==> src/rtl/idma_desc64_pkg.sv <==
// Shared types and constants for the iDMA 64-bit descriptor fetch path.
// Holds the 256-bit descriptor layout, word offsets and the end-of-chain pointer value.
package idma_desc64_pkg;

    typedef logic [63:0] addr_t;

    // word3 dst, word2 src, word1 next, word0 {flags, length}
    typedef struct packed {
        addr_t       dst;
        addr_t       src;
        addr_t       next;
        logic [31:0] flags;
        logic [31:0] length;
    } descriptor_t;

    localparam int unsigned DescWidth    = 256;
    localparam int unsigned WordWidth    = 64;
    localparam int unsigned FlagsLenWord = 0;
    localparam int unsigned NextWord     = 1;
    localparam int unsigned SrcWord      = 2;
    localparam int unsigned DstWord      = 3;

    localparam addr_t EndOfChain = '1;

    // Default R channel for a 64-bit data bus
    typedef struct packed {
        logic [3:0]  id;
        logic [63:0] data;
        logic [1:0]  resp;
        logic        last;
    } axi_r_chan64_t;

    typedef enum logic {
        ST_COLLECT  = 1'b0,
        ST_WAIT_OUT = 1'b1
    } state_e;

endpackage

==> src/rtl/idma_desc64_r_outreg.sv <==
// One-entry valid/ready output register for the assembled descriptor and its error flag.
// Payload only loads when the slot is free or draining, so it stays stable under backpressure.
module idma_desc64_r_outreg #(
    parameter int unsigned Width = 257
) (
    input  logic             clk_i,
    input  logic             rst_ni,
    input  logic             valid_i,
    output logic             ready_o,
    input  logic [Width-1:0] data_i,
    output logic             valid_o,
    input  logic             ready_i,
    output logic [Width-1:0] data_o
);

    logic             r_valid;
    logic [Width-1:0] r_data;

    assign ready_o = !r_valid || ready_i;
    assign valid_o = r_valid;
    assign data_o  = r_data;

    always_ff @(posedge clk_i or negedge rst_ni) begin
        if (!rst_ni) begin
            r_valid <= 1'b0;
            r_data  <= '0;
        end else if (valid_i && ready_o) begin
            r_valid <= 1'b1;
            r_data  <= data_i;
        end else if (ready_i) begin
            r_valid <= 1'b0;
        end
    end

endmodule

==> src/rtl/idma_desc64_r_assemble.sv <==
// Assembles AXI R beats into 256-bit descriptors and feeds the next pointer back to the AR side.
// Optional macro IDMA_DESC64_R_LAST_CHECK_EN: check rlast against the beat count and close on early rlast.
module idma_desc64_r_assemble
    import idma_desc64_pkg::*;
#(
    parameter int unsigned DataWidth    = 64,
    parameter type         axi_r_chan_t = axi_r_chan64_t
) (
    input  logic        clk_i,
    input  logic        rst_ni,
    input  axi_r_chan_t axi_r_chan_i,
    input  logic        axi_r_valid_i,
    output logic        axi_r_ready_o,
    output descriptor_t descriptor_o,
    output logic        descriptor_valid_o,
    input  logic        descriptor_ready_i,
    output logic        descriptor_error_o,
    output addr_t       next_address_o,
    output logic        next_address_valid_o,
    output logic        busy_o
);

    localparam int unsigned BeatsPerDesc = DescWidth / DataWidth;
    localparam int unsigned CntW         = (BeatsPerDesc > 1) ? $clog2(BeatsPerDesc) : 1;
    localparam int unsigned NextBeat     = (DataWidth == 64) ? 1 : 0;
    localparam logic [CntW-1:0] LastCnt  = CntW'(BeatsPerDesc - 1);
    localparam logic [CntW-1:0] NextCnt  = CntW'(NextBeat);

    state_e                 r_state, w_state_d;
    logic [CntW-1:0]        r_cnt;
    logic [DescWidth-1:0]   r_collect;
    logic                   r_err;
    addr_t                  r_next_addr;
    logic                   r_next_vld;

    logic                   w_accept;
    logic                   w_close;
    logic                   w_beat_err;
    logic                   w_next_beat;
    logic [DescWidth-1:0]   w_merged;
    logic                   w_out_valid;
    logic                   w_out_ready;
    logic [DescWidth-1:0]   w_out_desc;
    logic                   w_out_err;
    logic [DescWidth:0]     w_out_q;
    logic                   w_unused;

    // id and resp[0] carry no meaning here
    assign w_unused = ^axi_r_chan_i;

    assign w_accept    = axi_r_valid_i && axi_r_ready_o;
    assign w_next_beat = (r_cnt == NextCnt);

`ifdef IDMA_DESC64_R_LAST_CHECK_EN
    assign w_close    = (r_cnt == LastCnt) || axi_r_chan_i.last;
    assign w_beat_err = axi_r_chan_i.resp[1] || (axi_r_chan_i.last != (r_cnt == LastCnt));
`else
    assign w_close    = (r_cnt == LastCnt);
    assign w_beat_err = axi_r_chan_i.resp[1];
`endif

    // Collect register with the current beat dropped into its slot; later slots are still zero
    always_comb begin
        w_merged = r_collect;
        for (int b = 0; b < BeatsPerDesc; b++) begin
            if (r_cnt == CntW'(b)) w_merged[b*DataWidth +: DataWidth] = axi_r_chan_i.data;
        end
    end

    always_comb begin
        w_state_d     = r_state;
        axi_r_ready_o = 1'b0;
        w_out_valid   = 1'b0;
        w_out_desc    = w_merged;
        w_out_err     = r_err || w_beat_err;
        case (r_state)
            ST_COLLECT: begin
                axi_r_ready_o = 1'b1;
                if (axi_r_valid_i && w_close) begin
                    w_out_valid = 1'b1;
                    if (!w_out_ready) w_state_d = ST_WAIT_OUT;
                end
            end
            ST_WAIT_OUT: begin
                w_out_valid = 1'b1;
                w_out_desc  = r_collect;
                w_out_err   = r_err;
                if (w_out_ready) w_state_d = ST_COLLECT;
            end
            default: w_state_d = ST_COLLECT;
        endcase
    end

    always_ff @(posedge clk_i or negedge rst_ni) begin
        if (!rst_ni) begin
            r_state   <= ST_COLLECT;
            r_cnt     <= '0;
            r_collect <= '0;
            r_err     <= 1'b0;
        end else begin
            r_state <= w_state_d;
            if (w_accept) begin
                if (w_close) begin
                    r_cnt <= '0;
                    if (w_out_ready) begin
                        r_collect <= '0;
                        r_err     <= 1'b0;
                    end else begin
                        r_collect <= w_merged;
                        r_err     <= r_err || w_beat_err;
                    end
                end else begin
                    r_cnt     <= r_cnt + 1'b1;
                    r_collect <= w_merged;
                    r_err     <= r_err || w_beat_err;
                end
            end else if ((r_state == ST_WAIT_OUT) && w_out_ready) begin
                r_collect <= '0;
                r_err     <= 1'b0;
            end
        end
    end

    // A faulted fetch gives the AR generator end-of-chain so it falls back to its queue
    always_ff @(posedge clk_i or negedge rst_ni) begin
        if (!rst_ni) begin
            r_next_addr <= EndOfChain;
            r_next_vld  <= 1'b0;
        end else begin
            r_next_vld <= w_accept && w_next_beat;
            if (w_accept && w_next_beat) begin
                r_next_addr <= (r_err || axi_r_chan_i.resp[1]) ? EndOfChain
                                                               : w_merged[NextWord*WordWidth +: WordWidth];
            end
        end
    end

    idma_desc64_r_outreg #(
        .Width (DescWidth + 1)
    ) u_outreg (
        .clk_i   (clk_i),
        .rst_ni  (rst_ni),
        .valid_i (w_out_valid),
        .ready_o (w_out_ready),
        .data_i  ({w_out_desc, w_out_err}),
        .valid_o (descriptor_valid_o),
        .ready_i (descriptor_ready_i),
        .data_o  (w_out_q)
    );

    assign descriptor_o         = w_out_q[DescWidth:1];
    assign descriptor_error_o   = w_out_q[0];
    assign next_address_o       = r_next_addr;
    assign next_address_valid_o = r_next_vld;
    assign busy_o               = (r_cnt != '0) || (r_state == ST_WAIT_OUT) || descriptor_valid_o;

endmodule

==> config.mk <==
export PLATFORM = sky130hd
export DESIGN_NAME = idma_desc64_r_assemble
export DESIGN_NICKNAME = d
export VERILOG_FILES = /design/src/rtl/idma_desc64_pkg.sv /design/src/rtl/idma_desc64_r_outreg.sv /design/src/rtl/idma_desc64_r_assemble.sv
export SDC_FILE = /design/constraint.sdc
export NUM_CORES = 1
export LEC_CHECK = 0
export ABC_AREA = 0
export ABC_CLOCK_PERIOD_IN_PS = 4300
export CAP_MARGIN = 20
export CORE_AREA = 2 2 359 183
export DETAILED_ROUTE_END_ITERATION = 12
export DIE_AREA = 0 0 361 185
export PLACE_DENSITY = 0.71
export SLEW_MARGIN = 40
export SYNTH_ARGS = -nofsm -noshare
export SYNTH_HDL_FRONTEND = slang
export SYNTH_SLANG_ARGS = --single-unit
==> constraint.sdc <==
create_clock -name clk_i -period 4.3 [get_ports clk_i]
set_input_delay 0.86 -clock clk_i [delete_from_list [all_inputs] [get_ports clk_i]]
set_output_delay 0.86 -clock clk_i [all_outputs]
set_load 0.03 [all_outputs]
==> run_results.csv <==
group,metric,value,unit
drt,drc,0,
setup_path,ff2ff_setup_slack,1.43,ns
setup_path,crit_family,"buffers and inverters",
setup_path,regToRegEndpoint,"r_collect[85]$_DFFE_PN0P_",
synth,synthCells,2149,
floorplan,pin_count,400,
timing,hold_viol,0,
place,hpwl,51580,um
setup_path,crit_cells,5,
drt,ant_nets,0,
setup_path,crit_buf_inv,2,
global_route,antenna_found_initial,0,
cts,clock-sinks,583,
layout,drive_gt1_share,9.719,%
synth,ys_ff_latch,583,
place,dp_slack,0.7559,ns
layout,utilization,49.86,%
synth,synth_edf_count,0,
layout,syn2layout_area_growth,25.97,%
drt,wl_per_cell,24.34,um
setup_path,cpPeakStageDelay,0.61,ns
drt,viasPerCell,5.998,
power,finalPower,27.75,mW
synth,syn_nets,2232,
cts,post_cts_resized,0,
cts,clk_latency,0.59,ns
cts,numCtsBuffers,53,
floorplan,core_area,0.06400,sq mm
floorplan,rows,66,
setup_path,slowest_stage,"clkdlybuf4s50_1",
cts,cts_max_level,2,
timing,clock_skew,0.01521,ns
timing,fin_crit,3.396,ns
synth,synth_top_area_share,51.27,%
floorplan,initial_core_util,39.58,%
synth,yosys-top-cells-area,"dfrtp_1 (51%), mux2i_1 (13%), a32o_1 (10%)",
drt,first_iter_violations,2132,
setup_path,required,3.44,ns
power,leakagePower,14.07,nW
flow_run,drv_cap,0,
setup_path,cp-start-kind,"flip-flop",
drt,drtPass1Iterations,6,
synth,yosysSeqAreaShare,57.91,%
cts,cts_tree,"built",
setup_path,crit_fanout,7,
timing,fin_ws,0.9038,ns
timing,slew_headroom,43.46,%
layout,design_area,0.03191,sq mm
timing,rsz0062_at_grt,"false",
place,place_congestion,0.7956,
layout,final_cells,3268,
synth,netlist-cell-type-count,41,
run_status,status,"finished, final reports clean",
synth,synth_warnings,0,
global_route,overflow,0,
synth,async_flop_share,100.0,%
global_route,grt_max_degree,91,
synth,synth_area_leader_cell,"dfrtp_1",
cts,clkSlewWorstSetupHoldPaths,0.07,ns
drt,route.vias.total,19600,
floorplan,die_area,0.06679,sq mm
power,ir_worst_vdd,417.0,uV
cts,cts_buffer_depth,3,
layout,insertedDiodeCount,0,
cts,post_cts_buffers,0,
layout,nets,2459,
timing,worst_pin_slew,0.8482,ns
timing,setup_violations,0,
setup_path,critical_path_class,"reg2out",
floorplan,die_y,185,um
timing,drv_slew,0,
timing,timing.hold.ws,0.1950,ns
synth,syn_area_per_cell,11.79,sq um
setup_path,r2r_start,"r_cnt[1]$_DFFE_PN0P_",
global_route,grt_pass1_vias,19660,
floorplan,die_w,361,um
setup_path,worstPathArrival,2.54,ns
place,dp_cells,3170,
setup_path,crit_path_end,"busy_o",
setup_path,critPathLaunch,"r_cnt[0]$_DFFE_PN0P_",
setup_path,cp_cell_sequence,"inv_1, ha_1, nand2b_1, or2_2, clkdlybuf4s50_1",
timing,fmax,294.4,MHz
place,dpl_cell_area,0.03004,sq mm
synth,synthFlopType,"dfrtp_1",
min_path,hold_path_class,"in2async",
cts,ctsHoldBuffers,0,
setup_path,reg2reg_depth,6,
synth,syn_area,0.02533,sq mm
timing,tns,0,ns
setup_path,cp-end-kind,"primary output",
place,io_buffers,393,
cts,cts_root_buffer,"clkbuf_16",
timing,finalCritPeriodShare,78.98,%
global_route,grt_first_pass_wirelength,121000,um
power,p_per_area,869.7,mW/mm^2
global_route,grtUsageTotal,23.42,%
drt,postRouteWirelength,79550,um
synthesized netlist by cell type (10+ instances only):
library cell,number
nand2b_1,10
dfstp_2,64
clkbuf_1,144
buf_2,105
dfrtp_1,519
buf_1,14
clkbuf_2,10
o21ai_1,52
a32o_1,252
nor2_1,67
a21oi_1,67
mux2i_1,319
o21ai_0,462
worst register-to-register path: stages, from the launching register on:
cell and delay (ns):
dfrtp_1 0.44, inv_1 0.19, ha_4 0.54, and3b_1 0.34
a21boi_4 0.45, buf_6 0.51, a32o_1 0.32
report_power, final:
group / total, mW / leakage [nW] / internal, mW / switching [mW]
clock network: 5.10 / 0.904 / 2.94 / 2.15
registers: 9.45 / 7.47 / 7.99 / 1.46
logic: 13.2 / 5.70 / 5.39 / 7.80
total: 27.7 / 14.1 / 16.3 / 11.4
kinds of logic after synthesis:
logic type | Yosys count | synth area share (%)
AOI/OAI and AO/OA | 852 | 22.29
adders and majority gates | 8 | 0.3952
buffers and inverters | 287 | 4.969
DFF | 583 | 57.91
muxes | 321 | 12.70
and+or+nand+nor | 98 | 1.739
layout make-up:
class	count	area [sq um]
repair buffers	454	4788
clock buffers	76	1523
well taps	850	1064
multi-input cells	1279	9527
flip-flops and latches	583	14670
fillers	5523	32090
clock inverters	21	317.8
inverters	5	18.77
cell usage in the layout (no fill, tap or decap), types with 2 or more instances in the layout:
cell type / instances
buf_16: 5
nand2b_1: 6
nand3_1: 2
clkbuf_1: 12
o21ai_0: 462
nand2b_4: 4
a2111o_1: 2
o21ai_1: 52
ha_1: 6
clkbuf_16: 53
a32o_1: 252
a211o_1: 2
buf_12: 23
a21oi_1: 67
buf_4: 32
mux2_2: 2
nor2_1: 67
dfrtp_1: 519
clkinv_2: 9
bufinv_16: 8
a31oi_4: 4
o211ai_1: 2
and3b_1: 4
nand2_1: 6
clkinvlp_4: 2
a21boi_4: 4
dfstp_2: 64
mux2i_1: 319
clkdlybuf4s50_1: 392
clkbuf_8: 11
inv_1: 5
per-layer routing:
metal	GRT usage, %	part of all wire (%)	up-vias
met5	0	0	-
met4	4.937	1.6	0
met3	6.474	8.5	94
met2	35.06	44	805
met1	33.91	46	10240
li1	-	-	8458
worst min-delay path by stage:
stage,to,slack [ns]
6_report,u_outreg.data_o[7]$_DFFE_PN0P_,0.20
5_1_grt,u_outreg.data_o[7]$_DFFE_PN0P_,0.19
4_1_cts,u_outreg.data_o[7]$_DFFE_PN0P_,0.17
3_5_place_dp,u_outreg.data_o[204]$_DFFE_PN0P_,0.49
3_3_place_gp,u_outreg.data_o[203]$_DFFE_PN0P_,0.48
2_1_floorplan,r_collect[195]$_DFFE_PN0P_,0.49
registers in the layout, indices dropped and copies added, names as in the netlist:
signal                count
u_outreg.valid_o          1
next_address_valid_o      1
r_cnt                     2
r_state                   1
r_err                     1
next_address_o           64
r_collect               256
u_outreg.data_o         257
Note: power is estimated with default switching activity, not from simulation.
